[src/rtl/inst_loader_pkg.sv]
// Shared pipeline definitions for the instruction loader and the debug UART path.
// Holds the end-of-program word, the byte width and the loader FSM encoding.
package inst_loader_pkg;

  localparam int          BYTE_SZ   = 8;
  localparam logic [31:0] HALT_INST = 32'hFFFF_FFFF;

  typedef enum logic [1:0] {
    ST_IDLE  = 2'd0,
    ST_RECV  = 2'd1,
    ST_WRITE = 2'd2,
    ST_DONE  = 2'd3
  } state_t;

endpackage

[src/rtl/inst_loader_byte_assembler.sv]
// Collects four received bytes, most significant first, into one instruction word.
// o_word_ready flags the strobe carrying the fourth byte; o_word is the finished word in that cycle.
module byte_assembler #(
  parameter int BYTE_SZ = inst_loader_pkg::BYTE_SZ
) (
  input  logic                 i_clk,
  input  logic                 i_reset,
  input  logic                 i_clear,
  input  logic                 i_enable,
  input  logic [BYTE_SZ-1:0]   i_rx_data,
  input  logic                 i_rx_valid,
  output logic [4*BYTE_SZ-1:0] o_word,
  output logic                 o_word_ready
);

  logic [4*BYTE_SZ-1:0] r_shift;
  logic [1:0]           r_idx;
  logic                 w_take;

  assign w_take       = i_enable & i_rx_valid;
  assign o_word       = {r_shift[3*BYTE_SZ-1:0], i_rx_data};
  assign o_word_ready = w_take & (r_idx == 2'd3);

  always_ff @(posedge i_clk or negedge i_reset) begin
    if (!i_reset) begin
      r_shift <= '0;
      r_idx   <= '0;
    end else if (i_clear) begin
      r_idx   <= '0;
    end else if (w_take) begin
      r_shift <= o_word;
      r_idx   <= r_idx + 2'd1;
    end
  end

endmodule

[src/rtl/inst_loader.sv]
// Instruction-memory program loader: turns a UART byte stream into big-endian words
// and writes them at consecutive byte addresses until HALT or memory full.
module inst_loader #(
  parameter int                 INST_SZ   = 32,
  parameter int                 PC_SZ     = 32,
  parameter int                 BYTE_SZ   = inst_loader_pkg::BYTE_SZ,
  parameter int                 MEM_DEPTH = 256,
  parameter logic [INST_SZ-1:0] HALT_INST = inst_loader_pkg::HALT_INST
) (
  input  logic                        i_clk,
  input  logic                        i_reset,
  input  logic                        i_start,
  input  logic [BYTE_SZ-1:0]          i_rx_data,
  input  logic                        i_rx_valid,
  output logic                        o_write,
  output logic [INST_SZ-1:0]          o_instruction,
  output logic [PC_SZ-1:0]            o_addr,
  output logic                        o_busy,
  output logic                        o_done,
  output logic                        o_overflow,
  output logic [$clog2(MEM_DEPTH):0]  o_inst_count
);

  import inst_loader_pkg::*;

  localparam int CW = $clog2(MEM_DEPTH) + 1;

  state_t             r_state;
  logic               r_write;
  logic [INST_SZ-1:0] r_instruction;
  logic [PC_SZ-1:0]   r_addr;
  logic               r_busy;
  logic               r_done;
  logic               r_overflow;
  logic [CW-1:0]      r_count;

  logic               w_idle_or_done;
  logic               w_clear;
  logic               w_assemble;
  logic [INST_SZ-1:0] w_word;
  logic               w_word_ready;

  assign w_idle_or_done = (r_state == ST_IDLE) || (r_state == ST_DONE);
  assign w_clear        = w_idle_or_done & i_start;
  // Bytes are accepted in WRITE too, so a strobe there becomes byte 0 of the next word.
  assign w_assemble     = (r_state == ST_RECV) || (r_state == ST_WRITE);

  byte_assembler #(
    .BYTE_SZ(BYTE_SZ)
  ) u_byte_assembler (
    .i_clk       (i_clk),
    .i_reset     (i_reset),
    .i_clear     (w_clear),
    .i_enable    (w_assemble),
    .i_rx_data   (i_rx_data),
    .i_rx_valid  (i_rx_valid),
    .o_word      (w_word),
    .o_word_ready(w_word_ready)
  );

  always_ff @(posedge i_clk or negedge i_reset) begin
    if (!i_reset) begin
      r_state       <= ST_IDLE;
      r_write       <= 1'b0;
      r_instruction <= '0;
      r_addr        <= '0;
      r_busy        <= 1'b0;
      r_done        <= 1'b0;
      r_overflow    <= 1'b0;
      r_count       <= '0;
    end else begin
      r_write <= 1'b0;
      unique case (r_state)
        ST_IDLE, ST_DONE: begin
          if (i_start) begin
            r_addr     <= '0;
            r_count    <= '0;
            r_overflow <= 1'b0;
            r_busy     <= 1'b1;
            r_done     <= 1'b0;
            r_state    <= ST_RECV;
          end
        end
        ST_RECV: begin
          if (w_word_ready) begin
            r_instruction <= w_word;
            r_write       <= 1'b1;
            r_state       <= ST_WRITE;
          end
        end
        ST_WRITE: begin
          r_addr  <= r_addr + PC_SZ'(4);
          r_count <= r_count + CW'(1);
          if (r_instruction == HALT_INST) begin
            r_state    <= ST_DONE;
            r_busy     <= 1'b0;
            r_done     <= 1'b1;
            r_overflow <= 1'b0;
          end else if ((r_count + CW'(1)) == CW'(MEM_DEPTH)) begin
            r_state    <= ST_DONE;
            r_busy     <= 1'b0;
            r_done     <= 1'b1;
            r_overflow <= 1'b1;
          end else begin
            r_state    <= ST_RECV;
          end
        end
        default: r_state <= ST_IDLE;
      endcase
    end
  end

  assign o_write       = r_write;
  assign o_instruction = r_instruction;
  assign o_addr        = r_addr;
  assign o_busy        = r_busy;
  assign o_done        = r_done;
  assign o_overflow    = r_overflow;
  assign o_inst_count  = r_count;

endmodule

[config.mk]
export PLATFORM = sky130hd
export DESIGN_NAME = inst_loader
export DESIGN_NICKNAME = d
export VERILOG_FILES = /design/src/rtl/inst_loader_pkg.sv /design/src/rtl/inst_loader_byte_assembler.sv /design/src/rtl/inst_loader.sv
export SDC_FILE = /design/constraint.sdc
export NUM_CORES = 1
export LEC_CHECK = 0
export ABC_AREA = 1
export CORE_MARGIN = 1
export CORE_UTILIZATION = 40
export CTS_CLUSTER_DIAMETER = 30
export DETAILED_ROUTE_END_ITERATION = 10
export GPL_TIMING_DRIVEN = 0
export MAX_ROUTING_LAYER = met4
export SETUP_SLACK_MARGIN = 0.3
export SLEW_MARGIN = 40
export SYNTH_ARGS = -nofsm -noshare
export SYNTH_HDL_FRONTEND = slang
export SYNTH_HIERARCHICAL = 1
export SYNTH_SLANG_ARGS = --single-unit
[constraint.sdc]
create_clock -name i_clk -period 3.5 [get_ports i_clk]
set_input_delay 0.7 -clock i_clk [delete_from_list [all_inputs] [get_ports i_clk]]
set_output_delay 0.7 -clock i_clk [all_outputs]
set_load 0.01 [all_outputs]
==> Word-level counts from Yosys, hierarchy flattened <==
Cells that the tools add are included.
{ "word_totals": {"register_bits": 105} }
{ "op_classes": {"addsub": 3, "n_eq_ne": 9, "n_mux": 23, "bitwise_logic": 4, "n_reduce_logical": 11} }
{ "ops": {"columns": ["operator", "n"], "rows": [
  ["case mux 32 bit (2 select lines)", 1],
  ["adder 32 x 3 -> 32 bit, second input constant", 1],
  ["== test 32 bit, second input constant", 1],
  ["2-to-1 mux 32 bit", 1],
  ["case mux 9 bit (2 select lines)", 1],
  ["2-to-1 mux 2 bit", 6],
  ["adder 9 x 1 -> 9 bit, second input constant", 1],
  ["== test 9 bit, second input constant", 1],
  ["2-to-1 mux 1 bit", 9],
  ["2-to-1 mux 9 bit", 1],
  ["AND reduction 2 bit", 4],
  ["== test 2 bit, second input constant", 3],
  ["case mux 1 bit (2 select lines)", 3],
  ["case mux 2 bit (3 select lines)", 1],
  ["nonzero test 2 bit", 2],
  ["bitwise AND 1 bit", 3],
  ["inequality test 3 x 1 -> 1 bit, second input constant", 1],
  ["AND reduction 3 bit", 1],
  ["adder 2 x 1 -> 2 bit, second input constant", 1],
  ["== test 2 x 1 -> 1 bit, second input constant", 1],
  ["zero test 2 bit", 1],
  ["logical OR 1 bit", 2],
  ["inequality test 2 x 1 -> 1 bit, second input constant", 1],
  ["inequality test 2 bit, second input constant", 1],
  ["2 further kinds", 2]
]} }

==> Depth between registers and ports, before layout <==
{ "depth": {"ltp_word": 6, "mapped_depth": 13, "ltp_nobuf": 13} }

==> Cells and area by module <==
The synthesis kept the hierarchy.
{ "by_module_without_submodules": {"columns": ["mod", "n_inst", "cells_per_inst", "area_each_um2", "seq_area_each_um2"], "rows": [
  ["inst_loader", 1, 532, 3932.5, 1926.8],
  ["byte_assembler", 1, 131, 1222.4, 650.6]
]} }

==> Worst setup path before layout <==
Ideal clock, no wire load.
{ "synth_path": {"kind": "reg-to-reg", "from": "register r_state[0]", "to": "register r_instruction[0] (netlist: o_instruction[0])", "setup_ns": 0.066, "arrival_time_ns": 1.883, "required_ns": 3.434, "slack_ns": 1.551, "stages_incl_launch_ff": 12, "period_less_slack_ns": 1.949, "cell_sequence": "dfrtp_1 -> inv_1 -> ha_1 -> inv_1 -> buf_4 -> nand2_1 -> nor2_1 -> nand2_1 -> clkinv_1 -> clkbuf_1 -> nand2_1 -> nand2_1"} }
{ "synth_via": {"elab_chain_cells": 5, "elab_cells_between_ends": 6} }
{ "synth_lines": {"columns": ["item", "line_no", "source"], "rows": [
  ["start, declared", "inst_loader.sv:28", "state_t r_state;"],
  ["start signal, assigned", "inst_loader.sv:63", "r_state <= ST_IDLE;"],
  ["start signal, assigned", "inst_loader.sv:81", "r_state <= ST_RECV;"],
  ["start signal, assigned", "inst_loader.sv:88", "r_state <= ST_WRITE;"],
  ["== test 2 x 1 -> 1 bit or == test 2 bit (tied branches)", "inst_loader.sv:46", "assign w_assemble = (r_state == ST_RECV) || (r_state == ST_WRITE);"],
  ["logical OR 1 bit *", "inst_loader.sv:46", null],
  ["named net w_assemble", "inst_loader.sv:39", "logic w_assemble;"],
  ["bitwise AND 1 bit *", "inst_loader_byte_assembler.sv:20", "assign w_take = i_enable & i_rx_valid;"],
  ["bitwise AND 1 bit *", "inst_loader_byte_assembler.sv:22", "assign o_word_ready = w_take & (r_idx == 2'd3);"],
  ["named net w_word_ready", "inst_loader.sv:41", "logic w_word_ready;"],
  ["AND reduction 2 bit (no line) *", null, null],
  ["end signal, assigned", "inst_loader.sv:86", "r_instruction <= w_word;"],
  ["end, declared", "inst_loader.sv:30", "logic [INST_SZ-1:0] r_instruction;"]
]} }
The timed path passes the listed nets; every way through them passes the cells marked *.
A chain may end at the register's enable or synchronous reset.

==> Final worst setup path <==
{ "layout_path": {"from": "register r_state[0]", "to": "register r_instruction[26] (netlist: o_instruction[26])"} }
The elaborated chain is that of the path after synthesis.

==> qor.csv <==
metric;value;unit
Slew @ Worst Pin;0.517;ns
max-cap viol count;0;
Crit path required time;3.79;ns
WL final;12.8;mm
syn avg cell area;7.78;µm²
hold buffer count at CTS;0;
vias per std cell;4.93;
post-layout util;52.1;%
most frequent CP cell;nand2_1;
starting density of the core;41.0;%
DR iter-0 viols;336;
FF+latch count, synth;103;
VDD IR max;0.000344;V
grt met2 use;32.2;%
busiest grt layer;met2;
Antenna diodes;0;
Final Skew;0.00716;ns
Comb pwr share;34.4;%
number of buffer cells added on primary ports;85;
Reg clk slew, reported paths;0.07;ns
register area;0.00258;mm²
CTS tree;built;
Die Footprint;0.0133;mm²
HPWL after DPL;9.37;mm
synthesized cell area;0.00515;mm²
endpoints failing hold;0;
hold crit path type;input pin to asynchronous set/reset pin;
RSZ-0062 raised after global routing;no;
num rows;41;
Pint;0.00261;W
# fillers;1247;
root buf cell;clkbuf_16;
Psw;0.00154;W
met1 GRT Util;28.3;%
post-synth cell types;34;
f_max;0.397;GHz
Ys Warns;6;
via count;4627;
DRC Markers;0;
vias in the first global route;4399;
gp weighted congestion;0.856;
clk_lat worst skew;0.35;ns
Seq/Total Area, Yosys;50.0;%
htree depth;3;
Leakage Power;3.10;nW
Antenna Nets Post-Route;0;
Hold Slack;0.192;ns
CORE AREA;0.0126;mm²
Worst Path Arrival;2.81;ns
IO Count;89;
fin worst setup slack;0.982;ns
Final Max Slew Viols;0;
clock buffer depth;2;
maximum fanout along the worst path;10;
setup violators final;0;
multi-input logic area;0.00216;mm²
cts repair resizes;0;
power density cells;634;mW/mm²
Setup Slack @ Placement;0.912;ns
switching share of power;37.0;%
chip width;116;µm
first-pass GRT wire length;21.1;mm
Tmin final;2.52;ns
DR pass1 iterations;5;
crit path max-delay cell type;clkbuf_1;
global route overflow;0;
Total GRT Usage;21.0;%
number of setup buffers added after CTS;0;
Startpoint Class;register;
status;finished, final reports clean;
Critical Path, Cell by Cell;inv_1, ha_1, inv_1, buf_4, nand2_1, nor2_1, nand2_1, clkinv_1, clkbuf_1, nand2_1, nand2_1;
Die Ht;116;µm
Slew headroom;65.2;%
WS Path Type;register to register;
Layout area overhead;27.0;%
M3 GR Usage;3.24;%
Setup crit end kind;register;
wire length per cell;13.6;µm
CTS sink cnt;103;
Period Utilization, post-route;71.9;%
pin count of the biggest net entering global routing;75;
Seq pwr share;42.0;%
Mapped Cells;663;
initial antenna violation count;0;
clock share of power;23.7;%
final net count;779;
Crit path largest cell delay;0.42;ns
ratio of cells with drive above 1 in the final layout;7.05;%
CTS buffer count;9;
## power by group through the flow
stage / registers (W) / clock network [W] / logic [W]
6_report: 0.00174 / 0.000982 / 0.00143
5_1_grt: 0.00179 / 0.00105 / 0.00160
4_1_cts: 0.00174 / 0.00100 / 0.00144
3_5_place_dp: 0.00176 / 0 / 0.00144
3_3_place_gp: 0.00175 / 0 / 0.00141
2_1_floorplan: 0.00176 / 0 / 0.000815
## metal layers
metal,share of wire (%),vias to the layer above
li1,-,2311
met1,49,2191
met2,46,111
met3,3.9,14
met4,1.6,0
met5,0,-
## state kept, by name, indices dropped and copies added, names as in the netlist
name / count
o_inst_count: 9
o_done: 1
o_busy: 1
o_write: 1
u_byte_assembler/r_idx: 2
o_overflow: 1
r_state: 2
o_addr: 30
u_byte_assembler/r_shift: 24
o_instruction: 32
## through the flow
stage	area [µm²]	instances	power (W)	setup TNS (ns)
finish	6550	938	0.00415	0
global route	6550	938	0.00444	0
CTS	6550	938	0.00419	0
detailed placement	6260	922	0.00320	0
global placement	6220	921	0.00316	-231.30
floorplan	5160	664	0.00257	0
## critical path, delay by kind of cell (launching register included)
kind	cells	cell delay (ns)
and+or+nand+nor	5	0.70
buffers and inverters	5	0.98
adders and majority gates	1	0.36
DFF	1	0.40
## worst paths after layout
| kind | slack, ns | endpoint | startpoint | depth (start not counted) |
|---|---|---|---|---|
| max | 0.98 | o_instruction[26] | r_state[0] | 11 |
| min | 0.19 | o_inst_count[8] | i_reset | 1 |
| max reg2reg | 0.98 | o_instruction[26] | r_state[0] | 11 |
| min reg2reg | 0.48 | u_byte_assembler/r_shift[16] | u_byte_assembler/r_shift[16] | 2 |
| max in group asynchronous | 2.69 | o_instruction[5] | i_reset | 2 |
| min in group i_clk | 0.48 | u_byte_assembler/r_shift[16] | u_byte_assembler/r_shift[16] | 2 |
## placed cells by master, fill, tap and decap left out, drive strengths merged
cell type,synthesis,final
nand2,271,271
dfrtp,103,103
clkdlybuf4s50,0,84
nor2,60,60
inv,53,56
nand4,36,36
o21ai,32,32
buf,22,24
nand3,23,23
clkbuf,10,20
nor3,18,18
a21oi,15,15
ha,6,6
xor2,4,4
clkinv,1,3
a2bb2oi,2,2
a22o,2,2
conb,1,2
nor4,1,1
nand3b,1,1
o22ai,1,1
and2,1,1
clkinvlp,0,1
## final cells by class
class | count | share of cell area, %
Clock buffer | 10 | 3.65
Inverter | 54 | 3.13
Buffer | 32 | 3.34
Multi-Input combinational cell | 475 | 33.0
Timing Repair Buffer | 86 | 13.5
Clock inverter | 6 | 0.765
Tap cell | 172 | 3.29
Sequential cell | 103 | 39.4
## synthesized netlist by cell type (all sizes together)
cell type | count | area, µm²
ha | 6 | 75.1
inv | 53 | 201
and2 | 1 | 6.26
buf | 22 | 181
nand3 | 23 | 133
clkinv | 1 | 3.75
xor2 | 4 | 35.0
clkbuf | 10 | 37.5
nor3 | 18 | 100
nand2 | 271 | 1020
nor2 | 60 | 254
nand3b | 1 | 7.51
dfrtp | 103 | 2580
a21oi | 15 | 75.1
a2bb2oi | 2 | 17.5
nor4 | 1 | 6.26
o22ai | 1 | 6.26
nand4 | 36 | 225
o21ai | 32 | 171
conb | 1 | 3.75
a22o | 2 | 17.5
## cells by family after synthesis
family                     synth area share [%]
xor gates and xnor gates                  0.680
buffers and inverters                      8.23
AOI/OAI and AO/OA                          5.58
and+or+nand+nor                            34.0
adders and majority gates                  1.46
DFF                                        50.0
other                                    0.0727
(Power assumes the default switching activity.)
